==> src/rtl/arbitro_vc_pkg.sv <==
// Shared definitions for the virtual-channel arbiter: controller state encoding
// and the position of the class field inside a datapath word.
package arbitro_vc_pkg;

  typedef enum logic [3:0] {
    ST_RESET  = 4'b0001,
    ST_INIT   = 4'b0010,
    ST_IDLE   = 4'b0100,
    ST_ACTIVE = 4'b1000
  } ctrl_state_e;

  localparam int NUM_VC = 4;

  // The destination class occupies the top CLASS_W bits of every word.
  localparam int CLASS_W = 2;

endpackage

==> src/rtl/arbitro_vc_round_robin_4.sv <==
// Combinational 4-way rotating-priority selector: the search starts one past
// the previous winner and the first eligible requester takes the grant.
module round_robin_4 (
  input  logic [3:0] eligible,
  input  logic [1:0] last,
  output logic [3:0] grant,
  output logic [1:0] grant_idx
);

  logic [1:0] cand;
  logic       found;

  // NOTE: every output and temporary gets a default before the loop so no
  // path through this block leaves a value unassigned (no inferred latch).
  always_comb begin
    grant     = '0;
    grant_idx = last;
    cand      = last;
    found     = 1'b0;
    for (int k = 1; k <= 4; k++) begin
      cand = last + 2'(k);
      if (!found && eligible[cand]) begin
        found       = 1'b1;
        grant[cand] = 1'b1;
        grant_idx   = cand;
      end
    end
  end

endmodule

==> src/rtl/arbitro_vc.sv <==
// Round-robin drain of four VC source FIFOs into four destination FIFOs,
// gated by controller state and per-destination pause hysteresis.
module arbitro_vc #(
  parameter int DATA_WIDTH = 6,
  parameter int NUM_VC     = 4,
  parameter int CNT_W      = 3
) (
  input  logic                         clk,
  input  logic                         reset,
  input  logic [3:0]                   state,
  input  logic [CNT_W-1:0]             Umbral_superior,
  input  logic [CNT_W-1:0]             Umbral_inferior,
  input  logic [NUM_VC-1:0]            src_empty,
  input  logic [NUM_VC*DATA_WIDTH-1:0] src_data,
  output logic [NUM_VC-1:0]            src_pop,
  input  logic [NUM_VC*CNT_W-1:0]      dst_count,
  output logic [NUM_VC-1:0]            dst_push,
  output logic [DATA_WIDTH-1:0]        dst_data,
  output logic                         pausa,
  output logic                         idle
);

  import arbitro_vc_pkg::*;

  logic                  active;
  logic [1:0]            last;
  logic [NUM_VC-1:0]     paused;
  logic [NUM_VC-1:0]     paused_nxt;
  logic [NUM_VC-1:0]     eligible;
  logic [NUM_VC-1:0]     grant;
  logic [1:0]            grant_idx;
  logic                  any_grant;
  logic [DATA_WIDTH-1:0] granted_word;
  logic [CLASS_W-1:0]    granted_class;
  logic [NUM_VC-1:0]     push_nxt;
  logic [CLASS_W-1:0]    head_class [NUM_VC];

  assign active = (state == ST_ACTIVE);

  // Holding reset low also masks eligibility, so a grant in the reset cycle
  // never pops a word that the cleared push register would then drop.
  always_comb begin
    eligible = '0;
    for (int i = 0; i < NUM_VC; i++) begin
      head_class[i] = src_data[i*DATA_WIDTH + DATA_WIDTH - CLASS_W +: CLASS_W];
      eligible[i]   = reset && active && !src_empty[i] && !paused[head_class[i]];
    end
  end

  round_robin_4 u_rr (
    .eligible  (eligible),
    .last      (last),
    .grant     (grant),
    .grant_idx (grant_idx)
  );

  assign src_pop       = grant;
  assign any_grant     = |grant;
  assign granted_word  = src_data[int'(grant_idx)*DATA_WIDTH +: DATA_WIDTH];
  assign granted_class = granted_word[DATA_WIDTH-1 -: CLASS_W];

  always_comb begin
    push_nxt = '0;
    for (int d = 0; d < NUM_VC; d++)
      push_nxt[d] = any_grant && (granted_class == CLASS_W'(d));
  end

  // Set wins over clear, so inverted thresholds still pause at or above superior.
  always_comb begin
    paused_nxt = paused;
    if (!active) begin
      paused_nxt = '0;
    end else begin
      for (int d = 0; d < NUM_VC; d++) begin
        if (dst_count[d*CNT_W +: CNT_W] >= Umbral_superior)
          paused_nxt[d] = 1'b1;
        else if (dst_count[d*CNT_W +: CNT_W] <= Umbral_inferior)
          paused_nxt[d] = 1'b0;
      end
    end
  end

  // NOTE: all state updates use non-blocking assignments so every register
  // samples the pre-edge values regardless of statement order.
  always_ff @(posedge clk) begin
    if (!reset) begin
      last     <= 2'd3;
      paused   <= '0;
      dst_push <= '0;
      dst_data <= '0;
      pausa    <= 1'b0;
      idle     <= 1'b1;
    end else begin
      paused   <= paused_nxt;
      pausa    <= |paused_nxt;
      dst_push <= push_nxt;
      idle     <= (&src_empty) && !any_grant;
      if (any_grant) begin
        last     <= grant_idx;
        dst_data <= granted_word;
      end
    end
  end

endmodule

==> config.mk <==
export PLATFORM = sky130hd
export DESIGN_NAME = arbitro_vc
export DESIGN_NICKNAME = d
export VERILOG_FILES = /design/src/rtl/arbitro_vc_pkg.sv /design/src/rtl/arbitro_vc_round_robin_4.sv /design/src/rtl/arbitro_vc.sv
export SDC_FILE = /design/constraint.sdc
export NUM_CORES = 1
export LEC_CHECK = 0
export CORE_ASPECT_RATIO = 0.5
export CORE_MARGIN = 5
export CORE_UTILIZATION = 51
export DETAILED_ROUTE_END_ITERATION = 8
export PLACE_DENSITY_LB_ADDON = 0.15
export SYNTH_ARGS = -nofsm -noshare
export SYNTH_HDL_FRONTEND = slang
export SYNTH_SLANG_ARGS = --single-unit
==> constraint.sdc <==
create_clock -name clk -period 8.6 [get_ports clk]
set_input_delay 0.86 -clock clk [delete_from_list [all_inputs] [get_ports clk]]
set_output_delay 0.86 -clock clk [all_outputs]
set_load 0.02 [all_outputs]
==> impl_results.md, run 1 <==
- Outcome: finished, final reports clean
- Clock Sinks: 18
- Grt ovf: 0
- CTS Buf Count: 3
- CP Max Fanout: 12
- Clk pin slew, worst setup/hold paths: 0.07 ns
- Via count: 2034
- Power after layout: 243.2 uW
- Syn_nets: 322
- CP endpoint kind: output pin
- Hold Buf Count CTS: 0
- Max-Cap Viols: 0
- Worst slack at placement: 3.877 ns
- DIE HEIGHT: 55.56 um
- Sequential cell area fraction in the yosys report: 17.02%
- Initial core utilization: 53.68%
- Worst Max-Slew Pin Slew: 0.7564 ns
- Later-pin clock latency in the skew report: 0.25 ns
- Total GRT Usage: 19.16%
- Clk buf depth: 2
- Nets: 387
- Routed Wire Length: 5443 um
- Syn. warnings: 0
- Post-synth EDFFs: 0
- Sequential cell area: 360.3 sq um
- Avg Cell Area, Syn: 8.895 sq um
- RSZ-0062 raised after global routing: false
- Initial antenna violation count: 0
- DRC Markers: 0
- Worst-path cell chain: clkdlybuf4s50_1 -> and4bb_1 -> or2b_1 -> nor2_1 -> a22o_1 -> a311o_1 -> a22oi_1 -> inv_1 -> clkdlybuf4s50_1
- Ys async rst share: 0%
- Top Ports: 68
- DP Wirelength: 4639 um
- Number of global-route vias before repair: 2026
- Share of layout cells above drive strength 1: 9.272%
- Critical path required time: 7.74 ns
- Crit Path Category: in -> out
- Lkg Pwr: 1.229 nW
- Dpl cell area: 2816 sq um
- Fmax: 209.5 MHz
- Max Clock Skew: 0.003385 ns
- Critical path data arrival time: 3.91 ns
- Worst path slowest cell: clkdlybuf4s50_1
- Core region area: 3944 sq um
- Min Clock Period, post-route: 4.773 ns
- Most used cell, CP: clkdlybuf4s50_1
- CTS tree: yes
- Power density cells: 84.69 nW/um^2
- Synth unique cells: 53
- Clk Tree Root Cell: clkbuf_8
- Routed wire length per instance: 15.29 um
- Post-CTS setup buffers: 0
- Fillers: 314
- Fin. Hold Viols: 0
- Gates resized, CTS repair: 0
- Setup TNS: 0 ns
- Global-route wire length before repair: 9025 um
- Final slew viol count: 0
- Routability congestion estimate: 0.8439
- Area added between synthesis and finish: 35.64%
- DRT iter0 DRCs: 97
- Largest net degree at the start of global routing: 15
- Post-route ant nets: 0
- Cells after synthesis: 238
- Die area: 5618 sq um
- Final Cell Area: 2872 sq um
- Final Core Density: 72.81%
- Crit path largest cell delay: 0.59 ns
- Startpoint types: primary input
- Post-synth top flop: dfxtp_1
- Final-report setup violation count: 0
- Multi-input gate area: 1647 sq um
- Yosys reg bits: 18
- Diodes inserted: 0
- Max VDD drop: 55.91 uV
- DR pass1 iterations: 4
- PortBufs: 67
- Setup ws final: 3.827 ns
- Vias per Instance: 5.713
- Die span in x: 101.1 um
- Cell area after synthesis: 2117 sq um
- Slew Limit Headroom: 49.19%
- Site Rows: 16
- CTS H-tree depth: 1
- Hold crit path type: reg -> reg
- Final period util: 55.50%
final timing paths:
check	slack, ns	end	start	depth (start not counted)
max	3.83	src_pop[1]	reset	9
min	0.46	dst_data[4]	dst_data[4]	2
max reg2reg	4.57	dst_data[2]	last[0]	8
min reg2reg	0.46	dst_data[4]	dst_data[4]	2
metal layers:
layer	share of wire (%)	GRT usage [%]
met1	42	23.42
met2	52	35.04
met5	0	0
met3	4.9	2.764
met4	0.94	4.545
worst max-delay path: cells and delay by family:
kind / cells / cell delay [ns]
compound gates: 3 / 0.79
buf+inv: 3 / 1.28
simple gates: 3 / 0.97
through the flow:
step / hold slack (ns) / cells
finish: 0.4606 / 356
global route: 0.5016 / 356
CTS: 0.4682 / 356
detailed placement: 0.4597 / 352
global placement: 0.4574 / 352
floorplan: 0.5368 / 238
final cells by class:
type,count,area share (%)
flip-flops and latches,18,12.55
repair buffers,68,23.62
well taps,54,2.353
clock buffers,4,1.917
multi-input cells,195,57.34
inverters,17,2.222
Yosys cell counts (5+ instances only):
master     n  area share [%]
dfxtp_1   18              17
nand2_1    7             1.2
inv_1     15             2.7
nand3_1   11             2.6
nor3_1     7             1.7
nand2b_1   9             2.7
ha_1      32              19
and2_1     6             1.8
a21oi_1    5             1.2
mux2_2     6             3.2
nor2b_1   14             4.1
nor2_1    16             2.8
mux2i_1   20             9.5
power breakdown:
| group | internal, mW | leakage [nW] | switching (mW) |
|---|---|---|---|
| combinational | 0.0491 | 1.05 | 0.0375 |
| sequential | 0.0861 | 0.146 | 0.00147 |
| clock | 0.0406 | 0.0288 | 0.0284 |
| total | 0.176 | 1.23 | 0.0673 |
registers in the layout, summed over array words and instances (netlist names):
name / flops
dst_data: 6
dst_push: 4
idle: 1
last: 2
pausa: 1
paused: 4
kinds of logic after synthesis:
group                      after synthesis  synth area share [%]
and+or+nand+nor                         83                 22.40
muxes                                   30                 16.90
buffers and inverters                   25                 5.200
AOI/OAI and AO/OA                       50                 19.56
DFF                                     18                 17.02
adders and majority gates               32                 18.91
cell usage in the layout, fill, tap and decap left out, types with 9 or more instances in the layout:
master,netlist,routed
inv_1,15,15
ha_1,32,32
nor2_1,16,16
nand2b_1,9,9
nor2b_1,14,14
dfxtp_1,18,18
clkdlybuf4s50_1,0,67
nand3_1,11,11
mux2i_1,20,20
Note: power is estimated with default switching activity, not from simulation.
==> run 2: changes to the inputs <==
--- a/config.mk
+++ b/config.mk
@@ -7,7 +7,7 @@
 export LEC_CHECK = 0
 export CORE_ASPECT_RATIO = 0.5
 export CORE_MARGIN = 5
-export CORE_UTILIZATION = 51
+export CORE_UTILIZATION = 47
 export DETAILED_ROUTE_END_ITERATION = 8
 export PLACE_DENSITY_LB_ADDON = 0.15
 export SYNTH_ARGS = -nofsm -noshare
==> constraint.sdc (replaced) <==
create_clock -name clk -period 4.6 [get_ports clk]
set_input_delay 0.46 -clock clk [delete_from_list [all_inputs] [get_ports clk]]
set_output_delay 0.46 -clock clk [all_outputs]
set_load 0.02 [all_outputs]
==> run 2 against run 1 <==
  * First-iteration DRC count down 27%
  * Clock power up 88%
  * Critical path type is now reg -> out
  * Largest power group unchanged
  * Count of clock-buffer cells in the layout unchanged
  * Critical endpoint is now src_pop[3]
  * Sequential cell count is the same
  * Sequential share of layout area about the same
  * Power increased by 88%
  * Sequential power increased by 87%
  * Die area rose by 7.3%
==> impl_results.md, run 2 (synthesized netlist as in run 1, its figures left out) <==
- DR pass1 iterations: 4
- Vias per Instance: 5.750
- Worst path slowest cell: dfxtp_1
- Die span in x: 104.9 um
- Slew Limit Headroom: 63.29%
- CTS tree: yes
- Setup slack, reg-to-reg: 0.78 ns
- Site Rows: 17
- Top Ports: 68
- Hold crit path type: reg -> reg
- HP Start: dst_data[5]
- Nets: 388
- CP endpoint kind: output pin
- Commonest cells after routing, fill and taps aside: clkdlybuf4s50_1, ha_1, mux2i_1
- FF-to-FF End: dst_data[2]
- DRC Markers: 0
- Fin. Hold Viols: 0
- Post-CTS setup buffers: 0
- Max-Cap Viols: 0
- Commonest non-fill, non-tap cell in the layout: clkdlybuf4s50_1
- Power density cells: 158.4 nW/um^2
- Reg2reg start: last[0]
- CP top delay family: buffers and inverters
- Hold Buf Count CTS: 0
- PortBufs: 67
- DP Wirelength: 4636 um
- Area added between synthesis and finish: 36.17%
- Number of global-route vias before repair: 2143
- CTS H-tree depth: 1
- Critical path required time: 4.14 ns
- Routed Wire Length: 5414 um
- Final slew viol count: 0
- Worst setup endpoint: src_pop[3]
- Fmax: 244.8 MHz
- DRT iter0 DRCs: 71
- Critical path data arrival time: 3.62 ns
- Later-pin clock latency in the skew report: 0.25 ns
- Final Non-Filler Cells: 360
- Die area: 6028 sq um
- Final period util: 88.80%
- Post-route ant nets: 0
- Via count: 2070
- Share of layout cells above drive strength 1: 9.571%
- Clk Tree Root Cell: clkbuf_8
- Max VDD drop: 104.8 uV
- Crit Path Category: reg -> out
- Most used cell, CP: inv_1
- Initial antenna violation count: 0
- Final Core Density: 65.79%
- Largest registers: dst_data (6), dst_push (4), paused (4)
- Largest register by flop count: dst_data
- Worst Max-Slew Pin Slew: 0.5466 ns
- CTS Buf Count: 3
- Total GRT Usage: 18.68%
- Critical path startpoint: last[0]
- Clk pin slew, worst setup/hold paths: 0.07 ns
- WP buf/inv: 3
- Worst-path cell chain: inv_1 -> ha_1 -> mux4_2 -> or3_2 -> a22oi_1 -> inv_1 -> clkdlybuf4s50_1
- Routability congestion estimate: 0.8171
- Global-route wire length before repair: 9528 um
- Reg2Reg Depth: 8
- RSZ-0062 raised after global routing: false
- Routed wire length per instance: 15.04 um
- Grt ovf: 0
- Worst hold slack: 0.4605 ns
- Setup TNS: 0 ns
- Clock Sinks: 18
- Lkg Pwr: 1.233 nW
- Startpoint types: flop
- Clk buf depth: 2
- Min Clock Period, post-route: 4.085 ns
- Diodes inserted: 0
- CP Depth: 7
- Max Clock Skew: 0.001972 ns
- Largest net degree at the start of global routing: 15
- Dpl cells: 356
- Core region area: 4382 sq um
- Largest register FFs: 6
- Gates resized, CTS repair: 0
- Initial core utilization: 48.32%
- Final-report setup violation count: 0
- Outcome: finished, final reports clean
- Crit path largest cell delay: 0.62 ns
- DIE HEIGHT: 57.46 um
- CP Max Fanout: 12
## run 2: per-layer routing
| layer | global-route usage (%) | share of wire (%) |
|---|---|---|
| met1 | 21.07 | 43 |
| met2 | 36.85 | 52 |
| met3 | 3.390 | 4.0 |
| met4 | 4.189 | 0.81 |
| met5 | 0 | 0 |
## run 2: where the power goes
group	total (mW)	internal [mW]	switching, mW
Clock	0.130	0.0760	0.0544
Sequential	0.164	0.161	0.00280
Combinational	0.163	0.0922	0.0703
## run 2: final cells by class
class | instances | area (sq um)
Fill cell | 375 | 1499
Clock buffer | 4 | 55.05
Multi-Input combinational cell | 195 | 1647
Timing Repair Buffer | 69 | 685.7
Inverter | 17 | 63.81
Sequential cell | 18 | 360.3
Tap cell | 57 | 71.32
## run 2: worst min-delay path by stage
stage	end	slack, ns	cells after the start
5_1_grt	dst_data[5]	0.50	2
3_5_place_dp	dst_data[5]	0.45	2
4_1_cts	dst_data[5]	0.46	2
3_3_place_gp	dst_data[5]	0.45	2
2_1_floorplan	dst_data[5]	0.54	2
6_report	dst_data[5]	0.46	2
## run 2: tightest hold or removal path: stages (launching register included)
cell	delay (ns)
dfxtp_1	0.31
nand2_1	0.05
mux2i_1	0.05
## run 2: through the flow
step | setup WS [ns] | cell area, sq um | power, mW
after floorplan | 0.9858 | 2117 | 0.2539
after global placement | 0.7953 | 2828 | 0.3241
after detailed placement | 0.7017 | 2828 | 0.3303
after CTS | 0.5317 | 2883 | 0.4609
after global routing | 0.2113 | 2883 | 0.4859
final | 0.5153 | 2883 | 0.4568
==> run 3: changes to the inputs <==
--- a/config.mk
+++ b/config.mk
@@ -8,6 +8,7 @@
 export CORE_ASPECT_RATIO = 0.5
 export CORE_MARGIN = 5
 export CORE_UTILIZATION = 47
+export CTS_CLUSTER_DIAMETER = 80
 export DETAILED_ROUTE_END_ITERATION = 8
 export PLACE_DENSITY_LB_ADDON = 0.15
 export SYNTH_ARGS = -nofsm -noshare
==> results of run 3 <==
Final layout, timing and power as in run 2 (identical DEF).
